### src/rtl/cdc_wr_packer.sv
// cdc_wr_packer: write-side packetizer feeding an asynchronous CDC FIFO (i_wclk domain).
// Takes a request (address, burst length, direction) and, for writes, a stream of 64-bit
// beats. It serializes them into 65-bit FIFO words: one header word, then one word per beat.
// A single registered word slot drives the FIFO write port. The slot holds its word while
// the FIFO reports full.
//
// Ports:
//   i_nrst, i_wclk            asynchronous active-low reset, write-domain clock
//   i_req_valid/o_req_ready   request handshake; i_req_addr, i_req_len (beats-1), i_req_write
//   i_wdata_valid/o_wdata_ready  beat handshake; i_wdata, i_wlast
//   o_fifo_wr, o_fifo_wdata   FIFO write strobe and word (held while pending)
//   i_fifo_wfull              registered FIFO full flag
//   o_busy                    burst in progress or word pending
//   o_err                     sticky i_wlast mismatch (only with CDC_WR_PACKER_LASTCHK_EN)
//
// Optional feature macro: CDC_WR_PACKER_LASTCHK_EN. When it is defined, i_wlast is checked
// against the beat count, and an early i_wlast ends the burst.
module cdc_wr_packer #(
  parameter int unsigned abits = 48,
  parameter int unsigned lbits = 8,
  parameter int unsigned dbits = 65
) (
  input  logic             i_nrst,
  input  logic             i_wclk,
  input  logic             i_req_valid,
  output logic             o_req_ready,
  input  logic [abits-1:0] i_req_addr,
  input  logic [lbits-1:0] i_req_len,
  input  logic             i_req_write,
  input  logic             i_wdata_valid,
  output logic             o_wdata_ready,
  input  logic [63:0]      i_wdata,
  input  logic             i_wlast,
  output logic             o_fifo_wr,
  output logic [dbits-1:0] o_fifo_wdata,
  input  logic             i_fifo_wfull,
`ifdef CDC_WR_PACKER_LASTCHK_EN
  output logic             o_err,
`endif
  output logic             o_busy
);

  typedef enum logic [0:0] {StIdle, StData} state_e;

  state_e             state_q, state_d;
  logic [lbits-1:0]   cnt_q, cnt_d;
  logic               ovalid_q, ovalid_d;
  logic [dbits-1:0]   oword_q, oword_d;
  logic [dbits-1:0]   hdr;
  logic               slot_free;
  logic               req_fire, beat_fire;
  logic               cnt_zero, beat_end;

  // The slot can take a new word if it is empty or its word retires on this edge.
  assign slot_free = ~ovalid_q | ~i_fifo_wfull;
  assign req_fire  = i_req_valid & o_req_ready;
  assign beat_fire = i_wdata_valid & o_wdata_ready;
  assign cnt_zero  = (cnt_q == '0);

`ifdef CDC_WR_PACKER_LASTCHK_EN
  logic err_q, err_d;

  // An early i_wlast ends the burst. A missing i_wlast only flags the error.
  assign beat_end = cnt_zero | i_wlast;
  assign err_d    = err_q | (beat_fire & (i_wlast != cnt_zero));
  assign o_err    = err_q;

  always_ff @(posedge i_wclk or negedge i_nrst) begin
    if (!i_nrst) begin
      err_q <= 1'b0;
    end else begin
      err_q <= err_d;
    end
  end
`else
  logic unused_wlast;

  assign beat_end     = cnt_zero;
  assign unused_wlast = i_wlast;
`endif

  // Header: [64]=1, [63]=write, [62:55]=len, [54:abits]=0, [abits-1:0]=addr.
  always_comb begin
    hdr               = '0;
    hdr[64]           = 1'b1;
    hdr[63]           = i_req_write;
    hdr[55 +: lbits]  = i_req_len;
    hdr[abits-1:0]    = i_req_addr;
  end

  // State register.
  always_ff @(posedge i_wclk or negedge i_nrst) begin
    if (!i_nrst) begin
      state_q  <= StIdle;
      cnt_q    <= '0;
      ovalid_q <= 1'b0;
      oword_q  <= '0;
    end else begin
      state_q  <= state_d;
      cnt_q    <= cnt_d;
      ovalid_q <= ovalid_d;
      oword_q  <= oword_d;
    end
  end

  // Next-state and datapath.
  always_comb begin
    state_d  = state_q;
    cnt_d    = cnt_q;
    ovalid_d = ovalid_q & i_fifo_wfull;
    oword_d  = oword_q;
    unique case (state_q)
      StIdle: begin
        if (req_fire) begin
          ovalid_d = 1'b1;
          oword_d  = hdr;
          cnt_d    = i_req_len;
          if (i_req_write) state_d = StData;
        end
      end
      StData: begin
        if (beat_fire) begin
          ovalid_d = 1'b1;
          oword_d  = {1'b0, i_wdata};
          if (beat_end) begin
            state_d = StIdle;
          end else begin
            cnt_d = cnt_q - 1'b1;
          end
        end
      end
    endcase
  end

  // Outputs.
  always_comb begin
    o_req_ready   = (state_q == StIdle) & slot_free;
    o_wdata_ready = (state_q == StData) & slot_free;
    o_fifo_wr     = ovalid_q;
    o_fifo_wdata  = oword_q;
    o_busy        = (state_q == StData) | ovalid_q;
  end

endmodule

### config.mk
export PLATFORM = sky130hd
export DESIGN_NAME = cdc_wr_packer
export DESIGN_NICKNAME = d
export VERILOG_FILES = /design/src/rtl/cdc_wr_packer.sv
export SDC_FILE = /design/constraint.sdc
export NUM_CORES = 1
export LEC_CHECK = 0
export ABC_AREA = 0
export CAP_MARGIN = 10
export CORE_ASPECT_RATIO = 0.5
export CORE_UTILIZATION = 42
export CTS_CLUSTER_SIZE = 8
export DETAILED_ROUTE_END_ITERATION = 10
export GPL_TIMING_DRIVEN = 0
export PLACE_DENSITY = 0.88
export SYNTH_ARGS = -nofsm -noshare
export SYNTH_HDL_FRONTEND = slang
export SYNTH_SLANG_ARGS = --single-unit
### constraint.sdc
create_clock -name i_wclk -period 3.1 [get_ports i_wclk]
set_input_delay 0.93 -clock i_wclk [delete_from_list [all_inputs] [get_ports i_wclk]]
set_output_delay 0.93 -clock i_wclk [all_outputs]
set_load 0.01 [all_outputs]
==> qor.log <==
[outcome] status finished, final reports clean
[layout] fin cells 675
[synth] synthesized-area fraction occupied by adder cells 0.696%
[synth] synth unique cells 32
[synth] Synth Area in Compound Gates 13.0%
[synth] Async S/R FF share, synth 100%
[clocking] Max H-tree Level 3
[synth] count of flip-flops with a built-in enable after synthesis 0
[clocking] buffers from clock root to sink, at most 2
[synth] portion of synthesized cell area occupied by the leading cell type 52.2%
[synth] synthesized net count 482
[sta] number of max-slew violations in the final report 0
[sta] highest achievable clock rate 333 MHz
[sta] Final period util 96.9%
[floorplanning] y dimension of the die 67.4 um
[layout] Area growth syn-to-layout 66.0%
[layout] area taken by multi-input logic gates 1550 sq um
[synth] leading cell type by number of instances after synthesis dfrtp_1
[synth] predominant post-synthesis flop cell dfrtp_1
[setup_path] type of the worst setup path in -> out
[synth] number of instances in the synthesized netlist 353
[place] pre-CTS setup slack -146 ps
[synth] combinational family with the most area after synthesis multiplexers
[synth] Synth Cell Area 3600 sq um
[run] max_cap viols 0
[place] number of port buffers 194
[power_and_ir_drop] LEAKAGE 2.79 nW
[clocking] root cell of the clock tree clkbuf_16
[detailed_routing] number of nets with antenna violations after routing 0
[setup_path] peak fanout along the critical path 6
[layout] net count reported at finish 688
[sta] Relative slew margins 60.6%
[synth] proportion of synthesized chip area in sequential cells 52.2%
[layout] area used by sequential logic in the layout 1880 sq um
[place] final weighted congestion in routability-driven placement 0.805
[setup_path] crit path capture type output pin
[setup_path] CP required 2170 ps
[layout] final non-filler cell area 5970 sq um
[clocking] insertion delay to the later sink of the worst-skew pair 330 ps
[sta] final worst clock skew 4.95 ps
[clocking] clock transition at the register clock pins on the worst setup and hold paths after CTS 50 ps
[detailed_routing] routed vias 3,466
[synth] most instantiated cells after synthesis dfrtp_1 (75), a21oi_1 (63), mux2i_1 (61)
[synth] YS warnings 0
[synth] multiplexer fraction of the synthesized cell area 17.0%
[detailed_routing] First DRT Iteration DRCs 276
[sta] Post-Route Hold Slack 496 ps
[synth] cell taking the most area after synthesis dfrtp_1
[place] placed insts 660
[setup_path] launching element type of the critical path input pin
[synth] most area-consuming cells after synthesis dfrtp_1 (52%), mux2i_1 (17%), a21oi_1 (8.8%)
[detailed_routing] remaining routing DRC violations 0
[clocking] TritonCTS sink count 75
[place] post-DP HPWL 8390 um
[detailed_routing] drt via density 5.13
[global_route] first-pass GRT wire length 17,600 um
[global_route] via count of the first global-routing pass 3,500
[synth] Avg Cell Area, Syn 10.2 sq um
[sta] slew at the pin closest to its max-slew limit 591 ps
[floorplanning] starting density of the core 44.2%
[clocking] post-CTS setup buffer count 0
[sta] post-layout worst setup margin 95.7 ps
[sta] RSZ-0062 raised after global routing no
[setup_path] Crit path arrival time 2070 ps
[layout] n_diodes 0
[floorplanning] Placeable Area 8140 sq um
[synth] count of state elements after synthesis 75
[detailed_routing] DR pass1 iterations 4
[sta] post-layout minimum cycle time 3000 ps
[detailed_routing] sum of routed wire length over all layers 11,200 um
[global_route] maximum number of pins on one net before global-route repair 53
[place] Placed Instance Area 5700 sq um
[synth] xor/xnor cell area share of the yosys netlist 0%
[min_path] kind of path behind the tightest hold check in -> async
[power_and_ir_drop] power density normalized to cell area 875 nW/um^2
[global_route] number of antenna violations at the first check in global routing 0
[layout] fraction of final layout cells with drive strength greater than 1 7.99%
[floorplanning] Die Outline Area 8960 sq um
[floorplanning] IO Pins 196
[layout] count of filler cells inserted in the layout 575
[clocking] CTS tree yes
[global_route] global route total overflow 0
[synth] post-synthesis share of cell area spent on and, or, nand and nor gates 12.2%
[floorplanning] horizontal die dimension 133 um
[power_and_ir_drop] IR drop worst, VDD 0.432 mV
[global_route] global-route usage over all layers 25.7%
[floorplanning] Rows 23
[detailed_routing] drt wl/cell 16.5 um
[sta] number of failing hold endpoints at the final stage 0
[sta] number of setup violations in the final report 0
[clocking] TritonCTS buffer count 9
[final timing paths]
path                       slack [ps]  cells past startpoint          endpoint        startpoint
max                               100                      4     o_wdata_ready      i_fifo_wfull
min                               500                      1   o_fifo_wdata[0]            i_nrst
max reg2reg                      1430                      6  o_fifo_wdata[14]         o_fifo_wr
min reg2reg                       500                      2  o_fifo_wdata[64]  o_fifo_wdata[64]
max in group asynchronous        2050                      2  o_fifo_wdata[17]            i_nrst
min in group i_wclk               500                      2  o_fifo_wdata[64]  o_fifo_wdata[64]
[worst max-delay path, stage by stage]
cell	delay, ps
clkdlybuf4s50_1	550
nand2_2	130
and2_1	170
dlygate4sd2_1	290
[logic make-up after synthesis]
| logic type | after synthesis |
|---|---|
| AND/OR/NAND/NOR | 96 |
| AO/OA/AOI/OAI | 84 |
| flip-flops | 75 |
| multiplexers | 61 |
| buffers and inverters | 35 |
| adder cells (fa/ha/maj) | 2 |
[layer usage]
metal  track usage [%]  routed length, um  part of all wire [%]  vias up
met2              45.4               5870                    53      117
li1                  -                  -                     -     1639
met1              31.2               4490                    40     1693
met3              7.06                657                   5.9       17
met4              8.19                138                   1.2        0
met5                 0                  0                     0        -
[state kept, by name (all words and copies together), names as in the netlist]
name,cells
cnt_q,8
o_fifo_wdata,65
o_fifo_wr,1
state_q,1
[through the flow]
step	setup TNS (ps)	utilization, %	total power [mW]
floorplan	0	-	2.92
CTS	0	73.3	5.25
finish	0	73.3	5.22
detailed placement	-146	70.0	4.28
global placement	-111560	69.7	4.19
global route	0	73.3	5.54
[repair_timing]
action / CTS / global route
endpoints found under the setup margin: 1 / 1
hold buffers: 0 / 0
resized for setup: 3 / 1
[cell type report]
cell class	instances	area share [%]
Clock buffer	12	4.13
Multi-Input combinational cell	243	25.9
Sequential cell	75	31.4
Tap cell	112	2.35
Timing Repair Buffer	195	33.0
Buffer	23	2.26
Clock inverter	3	0.251
Inverter	12	0.754
[layout by cell type, fill, tap and decap left out, types with 2 or more instances in the layout]
| cell | count |
|---|---|
| a21oi_1 | 63 |
| a311oi_1 | 2 |
| a32o_1 | 2 |
| and4_1 | 2 |
| buf_2 | 15 |
| buf_4 | 9 |
| clkbuf_1 | 2 |
| clkbuf_16 | 9 |
| clkdlybuf4s50_1 | 191 |
| clkinv_2 | 3 |
| dfrtp_1 | 75 |
| ha_1 | 2 |
| inv_1 | 12 |
| mux2i_1 | 61 |
| nand2_1 | 7 |
| nand3_1 | 13 |
| nor2_1 | 60 |
| nor2b_1 | 2 |
| nor3_1 | 2 |
| o21ai_0 | 8 |
| o21ai_1 | 3 |
[power breakdown]
group,switching (mW),internal (mW),leakage [nW],total (mW)
clock network,0.379,0.555,0.132,0.934
logic,1.20,1.36,1.82,2.56
registers,0.282,1.44,0.844,1.73
Note: power is estimated with default switching activity, not from simulation.
